==> config.mk <==
export PLATFORM = sky130hd
export DESIGN_NAME = polyphase_addr_gen
export DESIGN_NICKNAME = d
export VERILOG_FILES = /design/src/rtl/polyphase_addr_gen.sv
export SDC_FILE = /design/constraint.sdc
export NUM_CORES = 1
export LEC_CHECK = 0
export CAP_MARGIN = 20
export CORE_ASPECT_RATIO = 0.7
export CORE_UTILIZATION = 35
export DETAILED_ROUTE_END_ITERATION = 6
export GPL_ROUTABILITY_DRIVEN = 1
export GPL_TIMING_DRIVEN = 0
export PLACE_DENSITY = 0.53
export RECOVER_POWER = 25
export SLEW_MARGIN = 20
export SYNTH_ARGS = -nofsm -noshare
export SYNTH_HDL_FRONTEND = slang
export SYNTH_SLANG_ARGS = --single-unit
==> constraint.sdc <==
create_clock -name clk -period 5.1 [get_ports clk]
set_input_delay 1.02 -clock clk [delete_from_list [all_inputs] [get_ports clk]]
set_output_delay 1.02 -clock clk [all_outputs]
set_load 0.05 [all_outputs]
==> src/rtl/polyphase_addr_gen.sv <==
// Address sequencer for a polyphase interpolation FIR: writes samples into a
// circular data RAM and walks PHASES x TAPS data/coefficient pairs per sample.
module polyphase_addr_gen #(
    parameter  int TAPS    = 25,
    parameter  int PHASES  = 4,
    parameter  int DATA_AW = 8,
    parameter  int COEF_AW = 8,
    localparam int PHASE_W = (PHASES > 1) ? $clog2(PHASES) : 1
) (
    input  logic               clk,
    input  logic               rst_n,
    input  logic               en_i,
    input  logic               in_valid_i,
    output logic               in_ready_o,
    output logic               wr_en_o,
    output logic [DATA_AW-1:0] wr_addr_o,
    output logic [DATA_AW-1:0] addr_data_o,
    output logic [COEF_AW-1:0] addr_factor_o,
    output logic               addr_valid_o,
    output logic               mac_first_o,
    output logic               mac_last_o,
    output logic [PHASE_W-1:0] phase_o,
    output logic               overrun_o
);

    localparam int TAP_W = $clog2(TAPS);
    localparam logic [TAP_W-1:0]   TAP_LAST   = TAP_W'(TAPS - 1);
    localparam logic [PHASE_W-1:0] PHASE_LAST = PHASE_W'(PHASES - 1);

    typedef enum logic {
        IDLE = 1'b0,
        RUN  = 1'b1
    } state_t;

    state_t             state_q;
    logic [DATA_AW-1:0] wr_ptr_q;
    logic [DATA_AW-1:0] newest_q;
    logic [TAP_W-1:0]   tap_q;
    logic [DATA_AW-1:0] addr_data_q;
    logic [COEF_AW-1:0] addr_factor_q;
    logic               addr_valid_q;
    logic               mac_first_q;
    logic               mac_last_q;
    logic [PHASE_W-1:0] phase_q;
    logic               overrun_q;

    logic last_beat;
    logic in_ready;
    logic transfer;

    // The final pair of a burst frees the sequencer so the next sample can
    // start with no bubble in addr_valid.
    assign last_beat = (state_q == RUN) && (tap_q == TAP_LAST) && (phase_q == PHASE_LAST);
    assign in_ready  = rst_n && en_i && ((state_q == IDLE) || last_beat);
    assign transfer  = in_valid_i && in_ready;

    // NOTE: sequential state uses non-blocking assignments only, so every
    // register samples the pre-edge values regardless of statement order.
    always_ff @(posedge clk) begin
        if (!rst_n) begin
            state_q       <= IDLE;
            wr_ptr_q      <= '0;
            newest_q      <= '0;
            tap_q         <= '0;
            addr_data_q   <= '0;
            addr_factor_q <= '0;
            addr_valid_q  <= 1'b0;
            mac_first_q   <= 1'b0;
            mac_last_q    <= 1'b0;
            phase_q       <= '0;
            overrun_q     <= 1'b0;
        end else if (en_i) begin
            // With rst_n and en_i both high, !in_ready means mid-burst.
            if (in_valid_i && !in_ready) begin
                overrun_q <= 1'b1;
            end

            if (transfer) begin
                state_q       <= RUN;
                newest_q      <= wr_ptr_q;
                wr_ptr_q      <= wr_ptr_q + 1'b1;
                tap_q         <= '0;
                phase_q       <= '0;
                addr_factor_q <= '0;
                addr_data_q   <= wr_ptr_q;
                addr_valid_q  <= 1'b1;
                mac_first_q   <= 1'b1;
                mac_last_q    <= 1'b0;
            end else if (state_q == RUN) begin
                if (last_beat) begin
                    // Addresses and phase hold; only the qualifiers drop.
                    state_q      <= IDLE;
                    addr_valid_q <= 1'b0;
                    mac_first_q  <= 1'b0;
                    mac_last_q   <= 1'b0;
                end else begin
                    addr_factor_q <= addr_factor_q + 1'b1;
                    if (tap_q == TAP_LAST) begin
                        tap_q       <= '0;
                        phase_q     <= phase_q + 1'b1;
                        addr_data_q <= newest_q;
                        mac_first_q <= 1'b1;
                        mac_last_q  <= 1'b0;
                    end else begin
                        tap_q       <= tap_q + 1'b1;
                        addr_data_q <= addr_data_q - 1'b1;
                        mac_first_q <= 1'b0;
                        mac_last_q  <= (tap_q == TAP_LAST - 1'b1);
                    end
                end
            end
        end
    end

    assign in_ready_o    = in_ready;
    assign wr_en_o       = transfer;
    assign wr_addr_o     = wr_ptr_q;
    assign addr_data_o   = addr_data_q;
    assign addr_factor_o = addr_factor_q;
    assign addr_valid_o  = addr_valid_q;
    assign mac_first_o   = mac_first_q;
    assign mac_last_o    = mac_last_q;
    assign phase_o       = phase_q;
    assign overrun_o     = overrun_q;

endmodule

# Word-level counts from Yosys, hierarchy flattened

Index checks and enable logic that the tools add are counted.

Output and inout bits: 32
Flip-flop bits (word level): 44

Add/sub/neg operators: 5
Muxes and demuxes: 29
Equality and inequality tests: 4
Reduce and logical (&&, ||, !) cells: 17
Bitwise operators: 1

Operators with widths:

| cell                | number |
|---|---|
| $mux 8              | 7 |
| $mux 5              | 4 |
| $add 8x1->8 const B | 2 |
| $mux 1              | 14 |
| $eq 5x5->1 const B  | 2 |
| $mux 2              | 4 |
| $sub 8x1->8 const B | 1 |
| $logic_and 1x1->1   | 6 |
| $reduce_and 2->1    | 3 |
| $reduce_and 3->1    | 2 |
| $reduce_bool 2->1   | 3 |
| $add 5x1->5 const B | 1 |
| $reduce_and 4->1    | 1 |
| $add 2x1->2 const B | 1 |
| $eq 2x2->1 const B  | 1 |
| $ne 2x2->1 const B  | 1 |
| $logic_not 1->1     | 1 |
| $logic_or 1x1->1    | 1 |
| $not 1->1           | 1 |

# Logic depth before layout (Yosys ltp)

Gate-level depths: netlist (run 1).

Depth in word-level cells: 8
Gate-level depth with buffers: 10
Gate-level depth less buffers: 8

# Worst setup path before layout (run 1)

Ideal clock, no wire load.

Path kind: input to output
From: in rst_n
To: out in_ready_o
Arrival: 2.107 ns
Path slack: 1.973 ns
Required time: 4.080 ns
Stages: 3
Cells stage by stage: clkbuf_1 > nand2_1 > a21oi_1

Word-level cells in the longest chain between the ends: 2

Ends and longest elaborated chain:

| item                            | line | source |
|---|---|---|
| start, declared                 | 11   | `input logic rst_n,` |
| $logic_and 1x1->1 (2 in series) | 54   | `assign in_ready = rst_n && en_i && ((state_q == IDLE) \|\| last_beat);` |
| end, declared                   | 14   | `output logic in_ready_o,` |

Every way passes these cells.

# Final worst setup path (run 1)

From: in en_i
To: out wr_en_o

Word-level cells in the longest chain between the ends: 3

Ends and longest elaborated chain:

| item                            | line | source |
|---|---|---|
| start, declared                 | 12   | `input logic en_i,` |
| $logic_and 1x1->1 (2 in series) | 54   |  |
| $logic_and 1x1->1               | 55   | `assign transfer = in_valid_i && in_ready;` |
| end, declared                   | 15   | `output logic wr_en_o,` |

Every way passes these cells.

==> results of run 1 <==
power groups by stage:
stage	registers, uW	clock network [uW]	logic [uW]
2_1_floorplan	395	0	67.1
6_report	364	240	129
5_1_grt	365	260	140
4_1_cts	364	246	130
3_3_place_gp	372	0	130
3_5_place_dp	372	0	130
logic make-up (layout without fill, tap and decap cells):
logic type	after synthesis	in the layout	synth area share
mux	4	4	0.01817
fa+ha+maj	6	6	0.03407
flops	44	44	0.3998
compound gates	71	71	0.2107
simple gates	109	109	0.2431
buf+inv	20	62	0.05451
xor+xnor	10	10	0.03975
layout make-up:
| type | instances | area, um2 | area share |
|---|---|---|---|
| clock buffer | 7 | 96.34 | 0.03530 |
| tap | 75 | 93.84 | 0.03439 |
| multi-input combinational | 200 | 1197 | 0.4388 |
| inverter | 6 | 22.52 | 0.008253 |
| timing repair buffer | 35 | 350.3 | 0.1284 |
| buffer | 14 | 87.58 | 0.03210 |
| sequential | 44 | 880.8 | 0.3228 |
per-layer routing:
layer / up-vias / global-route usage / share of wire
met5: - / 0 / 0
met2: 52 / 0.2597 / 0.37
li1: 1013 / - / -
met4: 0 / 0.05037 / 0.0093
met1: 945 / 0.2923 / 0.58
met3: 8 / 0.03882 / 0.039
worst paths after layout:
kind                                   from              to  slack, ns  cells past startpoint
worst min register to register  newest_q[7]     newest_q[7]       0.47                      2
worst max-delay path                   en_i         wr_en_o       0.48                      6
worst min-delay path            newest_q[7]     newest_q[7]       0.47                      2
worst max register to register     tap_q[0]  addr_data_o[2]       2.91                     10
stage by stage:
stage                     area, um2    util  worst slack, ns  power, uW  hold WS [ns]
after floorplan                2203       -            1.973      461.8        0.4403
after global placement         2648  0.4488           0.7577      501.4        0.4523
after detailed placement       2648  0.4488           0.7740      501.4        0.4594
after CTS                      2744  0.4651           0.7575      740.1        0.4710
after global routing           2729  0.4626           0.3421      765.5        0.4859
final                          2729  0.4626           0.4792      732.3        0.4689
flip-flops by register name (all words and copies together), names as in the netlist:
signal,flops
state_q,1
newest_q,8
mac_first_o,1
tap_q,5
mac_last_o,1
addr_factor_o,8
wr_addr_o,8
overrun_o,1
phase_o,2
addr_data_o,8
addr_valid_o,1
Yosys cell counts, types with 4 or more instances:
library cell	count	area [um2]
and2_1	5	31.28
clkbuf_1	5	18.77
nor3_1	4	20.02
nand4_1	5	31.28
o211ai_1	5	37.54
nand2_1	49	183.9
nor2_1	11	41.29
a31oi_1	5	31.28
dfxtp_1	44	880.8
a21boi_0	12	90.09
ha_1	6	75.07
a21oi_1	17	85.08
mux2i_1	4	40.04
nand3_1	14	70.07
xnor2_1	8	70.07
inv_1	5	18.77
buf_6	5	56.30
o21ai_0	14	70.07
critical path: cells and delay by family:
family / cells / cell delay [ns]
AO/OA/AOI/OAI: 1 / 0.30
buffers and inverters: 4 / 2.01
AND/OR/NAND/NOR: 1 / 0.27
==> metrics.txt, run 1 <==
# TYPE chip_impl_metric gauge
chip_impl_metric{name="finish.cell_count_without_fillers",unit=""} 381
chip_impl_metric{name="hold_violations",unit=""} 0
chip_impl_metric{name="layout_min_cycle_time",unit="ns"} 4.621
chip_impl_metric{name="globalRouteOverflowTotal",unit=""} 0
chip_impl_info{name="cts_tree",value="built"} 1
chip_impl_metric{name="clkLatencyLatePin",unit="ns"} 0.30
chip_impl_metric{name="vias",unit=""} 2018
chip_impl_info{name="most_used_cells_in_the_layout_excluding_fill_and_tap_cells",value="49 x nand2_1, 44 x dfxtp_1, 24 x clkdlybuf4s50_1"} 1
chip_impl_metric{name="cts_buffers",unit=""} 5
chip_impl_info{name="critical_path.slowest_cell",value="clkdlybuf4s50_1"} 1
chip_impl_metric{name="cell_internal_pwr",unit="uW"} 522.1
chip_impl_metric{name="postSynthAreaPerCell",unit="um2"} 8.346
chip_impl_metric{name="first_iter_violations",unit=""} 70
chip_impl_metric{name="grt_max_degree",unit=""} 13
chip_impl_metric{name="layout.nets",unit=""} 316
chip_impl_metric{name="fp.dieH",unit="um"} 68.39
chip_impl_metric{name="drcViolationCount",unit=""} 0
chip_impl_metric{name="post_synth_instance_area",unit="um2"} 2203
chip_impl_metric{name="timing.final.crit_share",unit=""} 0.9060
chip_impl_metric{name="netlist_instances",unit=""} 264
chip_impl_metric{name="drive_gt1_frac",unit=""} 0.06536
chip_impl_metric{name="coreArea",unit="um2"} 5899
chip_impl_metric{name="synthesis.yosys.warnings",unit=""} 0
chip_impl_metric{name="post_detailed_routing_wire_length",unit="mm"} 5.943
chip_impl_metric{name="gp_congestion",unit=""} 0.7383
chip_impl_metric{name="placedCellCount",unit=""} 374
chip_impl_info{name="min-delay-path-class",value="flop to flop"} 1
chip_impl_metric{name="total_switching_power",unit="uW"} 210.1
chip_impl_metric{name="detail_route.wl_per_cell",unit="um"} 15.60
chip_impl_info{name="most_common_cell_after_layout_fill_and_taps_aside",value="nand2_1"} 1
chip_impl_metric{name="fp.dieW",unit="um"} 96.84
chip_impl_metric{name="path_max_fanout",unit=""} 10
chip_impl_metric{name="asyncSetResetFlopFracSynth",unit=""} 0
chip_impl_metric{name="net_count_of_the_mapped_netlist",unit=""} 274
chip_impl_metric{name="final_antenna_net_count",unit=""} 0
chip_impl_metric{name="switching_share",unit=""} 0.2870
chip_impl_metric{name="report.final.setup_viol",unit=""} 0
chip_impl_metric{name="power.clock.fraction",unit=""} 0.328
chip_impl_metric{name="cts.path.max_buffers",unit=""} 2
chip_impl_metric{name="max_slew.worst_pin.slew",unit="ns"} 0.5752
chip_impl_metric{name="peakVddDrop",unit="mV"} 0.09975
chip_impl_metric{name="synth_seq_cells",unit=""} 44
chip_impl_info{name="criticalPathCategory",value="primary input to primary output"} 1
chip_impl_info{name="outcome",value="complete, no violations"} 1
chip_impl_metric{name="drv_cap",unit=""} 0
chip_impl_metric{name="place.detailed.hpwl",unit="mm"} 4.266
chip_impl_metric{name="leakagePower",unit="uW"} 0.001058
chip_impl_metric{name="number_of_different_library_cells_in_the_post_synthesis_netlist",unit=""} 49
chip_impl_metric{name="area.growth.synth_to_final",unit="%"} 23.85
chip_impl_metric{name="finalSetupTns",unit="ns"} 0
chip_impl_info{name="unrepaired_setup_endpoints_after_global_routing",value="false"} 1
chip_impl_info{name="chain_of_cells_forming_the_critical_path",value="dlygate4sd3_1, nand3_1, o22a_1, inv_1, buf_4, clkdlybuf4s50_1"} 1
chip_impl_metric{name="nFillCells",unit=""} 591
chip_impl_metric{name="final-max-slew-violation-count",unit=""} 0
chip_impl_metric{name="number_of_enable_flip_flop_cells_after_synthesis",unit=""} 0
chip_impl_metric{name="grtUsageTotal",unit=""} 0.1894
chip_impl_metric{name="sequential_share_of_the_synthesized_area",unit=""} 0.3998
chip_impl_metric{name="drt-pass1-iter-count",unit=""} 4
chip_impl_info{name="cp-end-kind",value="primary output"} 1
chip_impl_metric{name="slew_headroom",unit=""} 0.6166
chip_impl_metric{name="clkSinkCount",unit=""} 44
chip_impl_metric{name="rows",unit=""} 23
chip_impl_metric{name="h-tree-depth",unit=""} 2
chip_impl_metric{name="initial_core_utilization",unit=""} 0.3735
chip_impl_metric{name="max_freq",unit="MHz"} 216.4
chip_impl_metric{name="power.share.sequential",unit=""} 0.496
chip_impl_metric{name="critical_path_arrival",unit="ns"} 3.60
chip_impl_metric{name="cts.repair_timing.setup_buffer_count",unit=""} 0
chip_impl_metric{name="first_global_vias",unit=""} 1809
chip_impl_metric{name="powerDensity",unit="nW/um2"} 268.3
chip_impl_metric{name="cts.repair.resized",unit=""} 0
chip_impl_metric{name="share_of_power_burned_in_combinational_logic",unit=""} 0.176
chip_impl_metric{name="initial_antenna_violation_count",unit=""} 0
chip_impl_metric{name="post_drt_via_cell_ratio",unit=""} 5.297
chip_impl_info{name="clockRootBuffer",value="clkbuf_8"} 1
chip_impl_metric{name="worst_path_largest_cell_delay",unit="ns"} 0.82
chip_impl_info{name="synth_top_flop_cell",value="dfxtp_1"} 1
chip_impl_metric{name="design.portCount",unit=""} 36
chip_impl_metric{name="portbufs",unit=""} 35
chip_impl_info{name="start_kind",value="primary input"} 1
chip_impl_metric{name="postCtsHoldBufs",unit=""} 0
chip_impl_metric{name="worst_clock_skew",unit="ns"} 0.01054
chip_impl_metric{name="worst_setup_hold_path_clk_slew",unit="ns"} 0.08
chip_impl_metric{name="n_antenna_cell",unit=""} 0
chip_impl_metric{name="grt_pass1_wl",unit="mm"} 9.611
chip_impl_metric{name="die_area",unit="um2"} 6622
chip_impl_metric{name="cp_data_required_time",unit="ns"} 4.08
No activity file was read; power rests on OpenSTA's default activity.
==> inputs of run 2 (changes only) <==
--- a/config.mk
+++ b/config.mk
@@ -6,8 +6,8 @@
 export NUM_CORES = 1
 export LEC_CHECK = 0
 export CAP_MARGIN = 20
-export CORE_ASPECT_RATIO = 0.7
 export CORE_UTILIZATION = 35
+export CTS_CLUSTER_SIZE = 24
 export DETAILED_ROUTE_END_ITERATION = 6
 export GPL_ROUTABILITY_DRIVEN = 1
 export GPL_TIMING_DRIVEN = 0
==> run 2 against run 1 <==
  * Cell count rose by 0.26%
  * Via count fell by 2.3%
  * Die area barely moved
  * Clock-buffer cell count fell by 1
  * Flip-flop and latch count did not move
  * Final area fell by 0.32%
  * Total power fell by 1.9%
  * Worst hold slack got worse by 0.0015 ns
  * Global-route usage fell by 0.31 points
  * Critical path depth did not move
  * Clock skew fell by 0.0081 ns
==> metrics.txt, run 2 (synthesis results as in run 1) <==
# TYPE chip_impl_metric gauge
chip_impl_info{name="outcome",value="complete, no violations"} 1
chip_impl_metric{name="portbufs",unit=""} 35
chip_impl_metric{name="rows",unit=""} 28
chip_impl_metric{name="final_antenna_net_count",unit=""} 0
chip_impl_info{name="most_used_cells_in_the_layout_excluding_fill_and_tap_cells",value="50 x nand2_1, 44 x dfxtp_1, 26 x clkdlybuf4s50_1"} 1
chip_impl_metric{name="post_detailed_routing_wire_length",unit="mm"} 5.680
chip_impl_info{name="unrepaired_setup_endpoints_after_global_routing",value="false"} 1
chip_impl_metric{name="drv_cap",unit=""} 0
chip_impl_metric{name="grt_max_degree",unit=""} 14
chip_impl_metric{name="worst_clock_skew",unit="ns"} 0.002477
chip_impl_metric{name="drt-pass1-iter-count",unit=""} 6
chip_impl_info{name="clockRootBuffer",value="clkbuf_8"} 1
chip_impl_metric{name="max_slew.worst_pin.slew",unit="ns"} 0.5256
chip_impl_metric{name="timing.final.crit_share",unit=""} 0.8987
chip_impl_info{name="criticalPathCategory",value="primary input to primary output"} 1
chip_impl_metric{name="grtUsageTotal",unit=""} 0.1863
chip_impl_metric{name="path_max_fanout",unit=""} 10
chip_impl_metric{name="first_iter_violations",unit=""} 65
chip_impl_metric{name="slew_headroom",unit=""} 0.6496
chip_impl_metric{name="gp_congestion",unit=""} 0.7321
chip_impl_metric{name="design.portCount",unit=""} 36
chip_impl_info{name="cts_tree",value="built"} 1
chip_impl_metric{name="hold_violations",unit=""} 0
chip_impl_metric{name="initial_antenna_violation_count",unit=""} 0
chip_impl_metric{name="layout.nets",unit=""} 316
chip_impl_metric{name="drcViolationCount",unit=""} 0
chip_impl_info{name="min-delay-path-class",value="flop to flop"} 1
chip_impl_metric{name="powerDensity",unit="nW/um2"} 264.2
chip_impl_metric{name="worst_setup_hold_path_clk_slew",unit="ns"} 0.08
chip_impl_info{name="most_common_cell_after_layout_fill_and_taps_aside",value="nand2_1"} 1
chip_impl_metric{name="finalSetupTns",unit="ns"} 0
chip_impl_metric{name="area.growth.synth_to_final",unit="%"} 23.45
chip_impl_metric{name="h-tree-depth",unit=""} 2
chip_impl_metric{name="clkLatencyLatePin",unit="ns"} 0.30
chip_impl_metric{name="drive_gt1_frac",unit=""} 0.06189
chip_impl_info{name="cp-end-kind",value="primary output"} 1
chip_impl_metric{name="cts.path.max_buffers",unit=""} 2
chip_impl_metric{name="first_global_vias",unit=""} 1817
chip_impl_metric{name="cts.repair.resized",unit=""} 0
chip_impl_metric{name="nFillCells",unit=""} 611
chip_impl_metric{name="detail_route.wl_per_cell",unit="um"} 14.87
chip_impl_metric{name="fp.dieW",unit="um"} 81.35
chip_impl_metric{name="place.detailed.hpwl",unit="mm"} 4.021
chip_impl_info{name="reg2reg_to",value="addr_data_o[1]"} 1
chip_impl_info{name="crit_path_end",value="wr_en_o"} 1
chip_impl_metric{name="n_antenna_cell",unit=""} 0
chip_impl_metric{name="fp.dieH",unit="um"} 81.35
chip_impl_metric{name="cts.repair_timing.setup_buffer_count",unit=""} 0
chip_impl_metric{name="initial_core_utilization",unit=""} 0.3678
chip_impl_metric{name="critical_path_arrival",unit="ns"} 3.56
chip_impl_metric{name="clkSinkCount",unit=""} 44
chip_impl_metric{name="report.final.setup_viol",unit=""} 0
chip_impl_metric{name="vias",unit=""} 1972
chip_impl_metric{name="finalCoreUtilization",unit=""} 0.4541
chip_impl_metric{name="cp_data_required_time",unit="ns"} 4.08
chip_impl_metric{name="cts_buffers",unit=""} 5
chip_impl_metric{name="max_freq",unit="MHz"} 218.2
chip_impl_metric{name="post_drt_via_cell_ratio",unit=""} 5.162
chip_impl_metric{name="rr_worst_depth",unit=""} 9
chip_impl_metric{name="timing.reg2reg.setup_slack",unit="ns"} 2.83
chip_impl_metric{name="final-max-slew-violation-count",unit=""} 0
chip_impl_metric{name="leakagePower",unit="uW"} 0.001049
chip_impl_metric{name="die_area",unit="um2"} 6617
chip_impl_info{name="critical_path.startpoint",value="en_i"} 1
chip_impl_metric{name="peakVddDrop",unit="mV"} 0.1199
chip_impl_info{name="crit-reg2reg-launch",value="tap_q[0]"} 1
chip_impl_metric{name="coreArea",unit="um2"} 5991
chip_impl_metric{name="layout_min_cycle_time",unit="ns"} 4.583
chip_impl_info{name="start_kind",value="primary input"} 1
chip_impl_metric{name="grt_pass1_wl",unit="mm"} 9.280
chip_impl_metric{name="postCtsHoldBufs",unit=""} 0
chip_impl_metric{name="globalRouteOverflowTotal",unit=""} 0
run 2: cell types whose count changed in the layout (fill, tap and decap cells not counted), sizes merged:
cell	before	now
clkdlybuf4s50	24	26
dlygate4sd3	11	9
clkbuf	15	14
clkinv	0	2
run 2: power breakdown:
group / internal (uW) / switching, uW / leakage [uW]
clock: 108 / 122 / 0.0000510
combinational: 49.0 / 75.1 / 0.000642
sequential: 352 / 12.1 / 0.000356
run 2: final cells by class:
type                    instances  area, um2  area share
clock buffers                   6      82.58     0.03036
repair buffers                 35      350.3      0.1288
inverters                       6      22.52    0.008280
multi-input cells             200       1192      0.4384
plain buffers                  14      87.58     0.03220
well taps                      75      93.84     0.03450
clock inverters                 2      10.01    0.003680
flip-flops and latches         44      880.8      0.3238
run 2: how the worst min path moves through the flow:
stage / startpoint / end / cells after the start
after global placement: newest_q[7] / newest_q[7] / 2
after CTS: newest_q[6] / newest_q[6] / 2
final: newest_q[2] / newest_q[2] / 2
after detailed placement: newest_q[6] / newest_q[6] / 2
after global routing: newest_q[7] / newest_q[7] / 2
after floorplan: newest_q[5] / newest_q[5] / 2
run 2: metal layers:
metal,up-vias,GRT usage,routed length [um],share of wire
met3,4,0.03820,205,0.036
met4,0,0.04821,46,0.0081
li1,1015,-,-,-
met2,34,0.2783,2467,0.43
met5,-,0,0,0
met1,919,0.2692,2960,0.52
run 2: through the flow:
step	area (um2)	std cells	hold slack, ns	setup slack, ns	power [uW]
3_3_place_gp	2648	374	0.4510	0.7200	500.1
2_1_floorplan	2203	264	0.4403	1.973	461.8
3_5_place_dp	2648	374	0.4583	0.7499	499.6
5_1_grt	2720	382	0.4881	0.3696	752.3
6_report	2720	382	0.4673	0.5166	718.6
4_1_cts	2740	382	0.4717	0.7444	729.8
run 2: critical path: stages:
cell and delay [ns]:
dlygate4sd3_1 0.67, nand3_1 0.25, o22a_1 0.29, inv_1 0.26, buf_4 0.25, clkdlybuf4s50_1 0.82
==> inputs of run 3 (changes only) <==
--- a/config.mk
+++ b/config.mk
@@ -17,3 +17,4 @@
 export SYNTH_ARGS = -nofsm -noshare
 export SYNTH_HDL_FRONTEND = slang
 export SYNTH_SLANG_ARGS = --single-unit
+export TNS_END_PERCENT = 20
==> results of run 3 <==
Same layout as run 2: the final DEF is identical, and so are final timing and power.
